===== src/rtl/mux_81_if.sv =====
// Bus bundle for the 8:1 bit multiplexer: data/select in, direct and registered results out.
// The master drives data and select; the slave is the multiplexer itself.
interface mux_81_if;
  logic [7:0] in_i;
  logic [2:0] select_i;
  logic       out_o;
  logic       out_q_o;
  logic [2:0] sel_q_o;
  logic       out_chg_o;

  modport master (
    output in_i, select_i,
    input  out_o, out_q_o, sel_q_o, out_chg_o
  );

  modport slave (
    input  in_i, select_i,
    output out_o, out_q_o, sel_q_o, out_chg_o
  );
endinterface


===== src/rtl/mux_81.sv =====
// 8:1 single-bit multiplexer with a zero-latency output, a registered copy of the
// result and its select index, and a one-cycle pulse whenever the registered bit changes.
module mux_81 (
  input logic     clk_i,
  input logic     rst_i,
  mux_81_if.slave bus
);

  logic       out_q_q, out_q_d;
  logic [2:0] sel_q_q, sel_q_d;
  logic       out_chg_q, out_chg_d;
  logic       mux_out;

  // Pure combinational path: valid with clk/rst tied off, X on select may propagate.
  assign mux_out = bus.in_i[bus.select_i];

  always_comb begin
    out_q_d   = mux_out;
    sel_q_d   = bus.select_i;
    out_chg_d = (mux_out != out_q_q);
  end

  always_ff @(posedge clk_i) begin
    if (rst_i) begin
      out_q_q   <= 1'b0;
      sel_q_q   <= 3'b000;
      out_chg_q <= 1'b0;
    end else begin
      out_q_q   <= out_q_d;
      sel_q_q   <= sel_q_d;
      out_chg_q <= out_chg_d;
    end
  end

  assign bus.out_o     = mux_out;
  assign bus.out_q_o   = out_q_q;
  assign bus.sel_q_o   = sel_q_q;
  assign bus.out_chg_o = out_chg_q;

endmodule


===== src/flat_wrapper.sv =====
// flat-port wrapper written by rule: the top's interface ports become plain ports
module mux_81_flat 
  (clk_i, rst_i, bus_in_i, bus_select_i, bus_out_o, bus_out_q_o, bus_sel_q_o, bus_out_chg_o);
  mux_81_if bus_i ();
  input logic clk_i;
  input logic rst_i;
  input wire logic [$bits(bus_i.in_i)-1:0] bus_in_i;
  input wire logic [$bits(bus_i.select_i)-1:0] bus_select_i;
  output wire logic [$bits(bus_i.out_o)-1:0] bus_out_o;
  output wire logic [$bits(bus_i.out_q_o)-1:0] bus_out_q_o;
  output wire logic [$bits(bus_i.sel_q_o)-1:0] bus_sel_q_o;
  output wire logic [$bits(bus_i.out_chg_o)-1:0] bus_out_chg_o;
  assign bus_i.in_i = bus_in_i;
  assign bus_i.select_i = bus_select_i;
  assign bus_out_o = bus_i.out_o;
  assign bus_out_q_o = bus_i.out_q_o;
  assign bus_sel_q_o = bus_i.sel_q_o;
  assign bus_out_chg_o = bus_i.out_chg_o;
  mux_81 u_core (.clk_i(clk_i), .rst_i(rst_i), .bus(bus_i));
endmodule

===== config.mk =====
export PLATFORM = sky130hd
export DESIGN_NAME = mux_81_flat
export DESIGN_NICKNAME = d
export VERILOG_FILES = /design/src/rtl/mux_81_if.sv /design/src/rtl/mux_81.sv /design/src/flat_wrapper.sv
export SDC_FILE = /design/constraint.sdc
export NUM_CORES = 1
export LEC_CHECK = 0
export BUFFER_PORTS_ARGS = -buffer_cell sky130_fd_sc_hd__buf_2
export CAP_MARGIN = 15
export CORE_AREA = 10 10 47 49
export CTS_BUF_LIST = sky130_fd_sc_hd__clkbuf_16
export DETAILED_ROUTE_END_ITERATION = 6
export DIE_AREA = 0 0 57 59
export GPL_ROUTABILITY_DRIVEN = 0
export SKIP_LAST_GASP = 1
export SYNTH_ARGS = -nofsm -noshare
export SYNTH_HDL_FRONTEND = slang
export SYNTH_SLANG_ARGS = --single-unit

===== constraint.sdc =====
create_clock -name clk_i -period 1.61 [get_ports clk_i]
set_input_delay 0.161 -clock clk_i [delete_from_list [all_inputs] [get_ports clk_i]]
set_output_delay 0.161 -clock clk_i [all_outputs]
set_load 0.02 [all_outputs]

# After elaboration in Yosys (flattened, before gate mapping)
# Cells that the tools add are included.
# totals
regBits,5
input_bits,13
word_cells,7
# classes
order_cmp,1
eq_ne,1
muxes,2
# ops
cell,count
$lt A3 B4 Y1 const B,1
$bmux W1 S3,1
$mux W1,1
$ne A1 B1 Y1,1

# Depth between registers and ports, before layout
# Gate-level depths: netlist of run 1.
# logic_depth
word_depth,3
ltp_mapped,3
depth_no_buf,3

# Worst setup path before layout of run 1
# OpenSTA, ideal clock, no wires.
# synth_path
path_type,input port to flip-flop
start,input bus_select_i[0]
end,"register u_core.out_chg_q, in the netlist u_core.bus.out_chg_o"
setup_ps,121
t_arrival_ps,1332
required_time_ps,1489
setup_slack_ps,157
path_stages,3
path_buffers,0
path_cell_list,mux2_2 mux4_2 mux2_4
# synth_via
elab_chain_cells,3
# synth_lines
item,line,text
"start, declared",flat_wrapper.sv:8,input wire logic [$bits(bus_i.select_i)-1:0] bus_select_i;
$bmux W1 S3,mux_81.sv:15,assign mux_out = bus.in_i[bus.select_i];
$mux W1 (implied by the code),mux_81.sv:15,
via bus_out_o,flat_wrapper.sv:9,output wire logic [$bits(bus_i.out_o)-1:0] bus_out_o;
$ne A1 B1 Y1,mux_81.sv:20,out_chg_d = (mux_out != out_q_q);
"end signal, assigned",mux_81.sv:31,out_chg_q <= out_chg_d;
"end, declared",mux_81.sv:11,"logic out_chg_q, out_chg_d;"
# The timed path passes the listed nets, and every way through them passes these cells. The select of a mux whose other input is x is not followed.
# A chain may end at the register's enable or synchronous reset.

# Worst setup path after layout of run 1
# layout_path
start,input bus_select_i[0]
end,output bus_out_o
# layout_via
elab_chain_cells,2
# layout_lines
item,line
$bmux W1 S3,mux_81.sv:15
$mux W1 (implied by the code),mux_81.sv:15
"end, declared",flat_wrapper.sv:9
# No other way between the ends. The select of a mux whose other input is x is not followed.

==> results.json, run 1 <==
{
  "hold_ws_ns": 0.175,
  "synthCells": 17,
  "synth_cell_types": 7,
  "final.setup.tns_ns": 0,
  "final_net_count": 53,
  "boundaryPins": 19,
  "timing.clock.skew_ns": 0.0000367,
  "totalWireLength_um": 686,
  "p_comb_frac": 0.125,
  "initial_antenna_violation_count": 0,
  "cts.clk_slew.worst_paths_ns": 0.03,
  "clock_power_share": 0.650,
  "biggest_cell_delay_along_the_critical_path_ns": 0.50,
  "cp_slowest_cell": "mux4_2",
  "tritoncts": "yes",
  "ratio_of_cells_with_drive_above_1_in_the_final_layout": 0.667,
  "min_period_over_period": 0.928,
  "p_total_mw": 0.612,
  "area_growth_syn_to_layout_pct": 86.8,
  "fmaxAchievable_mhz": 669,
  "post-place-cells": 51,
  "post_cts_buffers": 0,
  "cts_root_buffer": "clkbuf_16",
  "drt_drc_violations_left": 0,
  "clock_latency_ns": 0.22,
  "max-cap-violations": 0,
  "core_region_area_sq_um": 1400,
  "site_rows": 14,
  "power.density_nw_per_um2": 1500,
  "groute.usage.overall": 0.0463,
  "cts_sinks": 5,
  "switching_power_mw": 0.117,
  "cts.path.max_buffers": 2,
  "worstPathArrival_ns": 1.33,
  "total_leakage_power_nw": 0.202,
  "crit_path_category": "primary input to primary output",
  "synth.yosys.seq_area_share": 0.460,
  "dr.pass1.iters": 2,
  "vias_per_cell": 3.82,
  "post_cts_resized": 0,
  "initialDrtViolationCount": 1,
  "io_buffers": 18,
  "synth.area.top_cells": "dfxtp_1, mux2_2, nor2b_1",
  "htree_num_levels": 1,
  "pwr-share-seq": 0.225,
  "p_int_mw": 0.495,
  "n_antenna_cell": 0,
  "netlist.top_cell.by_area": "dfxtp_1",
  "final_cells": 55,
  "min_delay_path_depth": 2,
  "worst_hold_class": "primary input to flop",
  "cp-start-kind": "primary input",
  "cts_hold_repair.buffers": 0,
  "synth.cells.most_frequent": "dfxtp_1, nor2b_1, mux2_2",
  "grt_max_degree": 7,
  "worst_path_dominant_cell_family": "multiplexers",
  "post-synth-top-area-fraction": 0.460,
  "required_ns": 1.45,
  "worstSetupEndpointType": "primary output",
  "die_width_um": 57,
  "largest_fanout_on_the_critical_path": 5,
  "power.switching_fraction": 0.191,
  "ys_seq_elements": 5,
  "initial_utilization": 0.155,
  "slew_violations": 0,
  "detailed_place_hpwl_um": 602,
  "syn_nets": 30,
  "cp.buffers_inverters": 2,
  "synth_edf_count": 0,
  "vdd.ir_drop.worst_v": 0.000405,
  "number_of_buffers_added_by_the_clock_tree_synthesis_step": 3,
  "grt_setup_unrepaired": "no",
  "async_flop_share": 0,
  "number_of_global_route_vias_before_repair": 251,
  "crit_path_frequent_cell": "buf_2",
  "slew_headroom": 0.927,
  "hold_violations": 0,
  "outcome": "finished, final reports clean",
  "ff2ff_path_depth": 2,
  "timing.final.crit_period_ns": 1.49,
  "grt_first_pass_wirelength_um": 1100,
  "fp.dieH_um": 59,
  "grt-ovfl-total": 0,
  "timing.critical_path.cells": "buf_2 > mux2_2 > mux4_2 > buf_2",
  "worst_slew_pin_slew_ns": 0.109,
  "finalSetupViolCount": 0,
  "average_size_of_a_mapped_cell_sq_um": 12.8,
  "synthFlopType": "dfxtp_1",
  "syn_area_sq_um": 218,
  "die-area_sq_um": 3360,
  "route.antenna.remaining_nets": 0,
  "yosys_warnings": 0,
  "crit_cells": 4,
  "num_vias": 210,
  "post_drt_wl_per_cell_um": 12.5
}
## placed cells by master, fill, tap and decap left out
cell,n
mux2_2,3
buf_2,18
inv_1,1
nor2_1,1
nor2b_1,5
dfxtp_1,5
mux4_2,1
mux2_4,1
mux2_1,1
clkbuf_16,3
## final cells by class
| cell class | count | area [sq um] |
|---|---|---|
| flip-flops and latches | 5 | 100 |
| clock inverters | 1 | 3.75 |
| fillers | 158 | 995 |
| multi-input cells | 12 | 118 |
| repair buffers | 18 | 90.1 |
| well taps | 16 | 20.0 |
| clock buffers | 3 | 75.1 |
## cells by family (layout without fill, tap and decap cells)
kind of cell / after synthesis / in the layout / share of synthesized area
buffers and inverters: 0 / 22 / 0
muxes: 6 / 6 / 0.379
and+or+nand+nor: 6 / 6 / 0.161
DFF: 5 / 5 / 0.460
## power by group through the flow
stage	registers [mW]	clock network, mW	logic [mW]
final	0.138	0.398	0.0763
after global routing	0.139	0.415	0.0836
after detailed placement	0.140	0	0.0776
after CTS	0.138	0.400	0.0777
after global placement	0.139	0	0.0767
after floorplan	0.151	0	0.0311
## worst paths after layout
kind | endpoint | startpoint | slack, ns
setup / recovery | bus_out_o | bus_select_i[0] | 0.12
hold / removal | u_core.bus.sel_q_o[0] | rst_i | 0.18
hold reg to reg | u_core.bus.out_chg_o | u_core.bus.out_q_o | 0.57
setup reg to reg | u_core.bus.out_chg_o | u_core.bus.out_q_o | 0.80
## flip-flops by register name (all words and copies together), names as in the netlist
register              cells
u_core.bus.sel_q_o        3
u_core.bus.out_chg_o      1
u_core.bus.out_q_o        1
## metal layers
layer | routed length [um] | GRT usage | up-vias
li1 | - | - | 103
met1 | 377 | 0.0573 | 84
met2 | 154 | 0.0357 | 21
met3 | 144 | 0.0579 | 2
met4 | 9 | 0.0302 | 0
met5 | 0 | 0 | -
## through the flow
| stage | instance area (sq um) | util | worst slack (ns) |
|---|---|---|---|
| after global routing | 407 | 0.290 | 0.0708 |
| after global placement | 328 | 0.234 | 0.0502 |
| after floorplan | 218 | - | 0.157 |
| after CTS | 407 | 0.290 | 0.108 |
| after detailed placement | 328 | 0.234 | 0.0280 |
| final | 407 | 0.290 | 0.116 |
No activity file was read; power rests on OpenSTA's default activity.
==> inputs of run 2 (changes only) <==
--- a/config.mk
+++ b/config.mk
@@ -12,6 +12,7 @@
 export DETAILED_ROUTE_END_ITERATION = 6
 export DIE_AREA = 0 0 57 59
 export GPL_ROUTABILITY_DRIVEN = 0
+export PLACE_DENSITY_LB_ADDON = 0.05
 export SKIP_LAST_GASP = 1
 export SYNTH_ARGS = -nofsm -noshare
 export SYNTH_HDL_FRONTEND = slang
==> results.json, run 2 (same netlist as run 1, synthesis figures left out) <==
{
  "outcome": "finished, final reports clean",
  "totalWireLength_um": 686,
  "tritoncts": "yes",
  "timing.clock.skew_ns": 0.000184,
  "final.setup.tns_ns": 0,
  "route.antenna.remaining_nets": 0,
  "final_cells": 55,
  "hold_violations": 0,
  "core_region_area_sq_um": 1400,
  "initial_antenna_violation_count": 0,
  "crit_path_category": "primary input to primary output",
  "layout.cells.most_common": "buf_2",
  "required_ns": 1.45,
  "site_rows": 14,
  "htree_num_levels": 1,
  "max-cap-violations": 0,
  "p_total_mw": 0.613,
  "post_cts_resized": 0,
  "cts_root_buffer": "clkbuf_16",
  "fp.dieH_um": 59,
  "dr.pass1.iters": 2,
  "area_of_combinational_cells_with_multiple_inputs_sq_um": 118,
  "crit_path_frequent_cell": "buf_2",
  "dpl_cell_area_sq_um": 328,
  "number_of_buffers_added_by_the_clock_tree_synthesis_step": 3,
  "boundaryPins": 19,
  "grt_setup_unrepaired": "no",
  "biggest_cell_delay_along_the_critical_path_ns": 0.52,
  "worst_path_dominant_cell_family": "multiplexers",
  "drt_drc_violations_left": 0,
  "worst_slew_pin_slew_ns": 0.115,
  "worstPathArrival_ns": 1.33,
  "die-area_sq_um": 3360,
  "finalSetupViolCount": 0,
  "timing.critical_path.cells": "buf_2 > mux2_1 > mux4_2 > buf_2",
  "grt_max_degree": 7,
  "groute.usage.overall": 0.0480,
  "total_leakage_power_nw": 0.202,
  "vdd.ir_drop.worst_v": 0.000465,
  "number_of_global_route_vias_before_repair": 250,
  "cp-start-kind": "primary input",
  "power.density_nw_per_um2": 1510,
  "area_growth_syn_to_layout_pct": 86.8,
  "vias_per_cell": 3.76,
  "fmaxAchievable_mhz": 669,
  "ratio_of_cells_with_drive_above_1_in_the_final_layout": 0.667,
  "slew_headroom": 0.924,
  "cts.path.max_buffers": 2,
  "final_net_count": 53,
  "fill_cells": 160,
  "post_drt_wl_per_cell_um": 12.5,
  "stdcell_area_sq_um": 407,
  "initialDrtViolationCount": 1,
  "cts.clk_slew.worst_paths_ns": 0.03,
  "grt-ovfl-total": 0,
  "cp_slowest_cell": "mux4_2",
  "worstSetupEndpointType": "primary output",
  "io_buffers": 18,
  "cts_sinks": 5,
  "cp.buffers_inverters": 2,
  "grt_first_pass_wirelength_um": 1100,
  "worst_case_register_to_register_setup_slack_ns": 0.82,
  "post_cts_buffers": 0,
  "largest_fanout_on_the_critical_path": 5,
  "timing.final.crit_period_ns": 1.49,
  "cts_hold_repair.buffers": 0,
  "clock_latency_ns": 0.23,
  "layout.cells.most_common_list": "buf_2, nor2b_1, dfxtp_1",
  "die_width_um": 57,
  "min_period_over_period": 0.928,
  "sequential_cell_area_in_the_final_layout_sq_um": 100,
  "n_antenna_cell": 0,
  "initial_utilization": 0.155,
  "num_vias": 207,
  "slew_violations": 0,
  "worst_hold_class": "primary input to flop",
  "max_reg_flops": 3,
  "post-place-cells": 51
}
## run 2: cell counts in the layout (fill, tap and decap cells not counted)
No cell type changed its count.
## run 2: worst paths after layout
| path | start | endpoint | cells past startpoint |
|---|---|---|---|
| max | bus_select_i[0] | bus_out_o | 4 |
| min | rst_i | u_core.bus.sel_q_o[2] | 2 |
| max reg2reg | u_core.bus.out_q_o | u_core.bus.out_chg_o | 2 |
| min reg2reg | u_core.bus.out_q_o | u_core.bus.out_chg_o | 2 |
## run 2: final cells by class
| cell class | instances | area share |
|---|---|---|
| Clock buffer | 3 | 0.185 |
| Clock inverter | 1 | 0.00923 |
| Timing Repair Buffer | 18 | 0.222 |
| Multi-Input combinational cell | 12 | 0.289 |
| Sequential cell | 5 | 0.246 |
| Tap cell | 16 | 0.0492 |
## run 2: worst register-to-register path, delay by kind of cell (launching register included)
kind,cells,cell delay (ns)
DFF,1,0.30
and+or+nand+nor,1,0.12
muxes,1,0.25
## run 2: routing by layer
metal,GRT usage,part of all wire
met1,0.0429,0.39
met2,0.0589,0.43
met3,0.0279,0.12
met4,0.0805,0.061
met5,0,0
## run 2: power breakdown
group	total [mW]	internal [mW]	switching (mW)
Clock	0.400	0.321	0.0784
Combinational	0.0765	0.0395	0.0370
Sequential	0.137	0.134	0.00240
## run 2: through the flow
step | setup slack (ns) | hold slack (ns) | utilization
2_1_floorplan | 0.157 | 0.233 | -
3_3_place_gp | 0.0514 | 0.409 | 0.234
3_5_place_dp | 0.0320 | 0.405 | 0.234
4_1_cts | 0.104 | 0.168 | 0.290
5_1_grt | 0.0675 | 0.187 | 0.290
6_report | 0.116 | 0.166 | 0.290
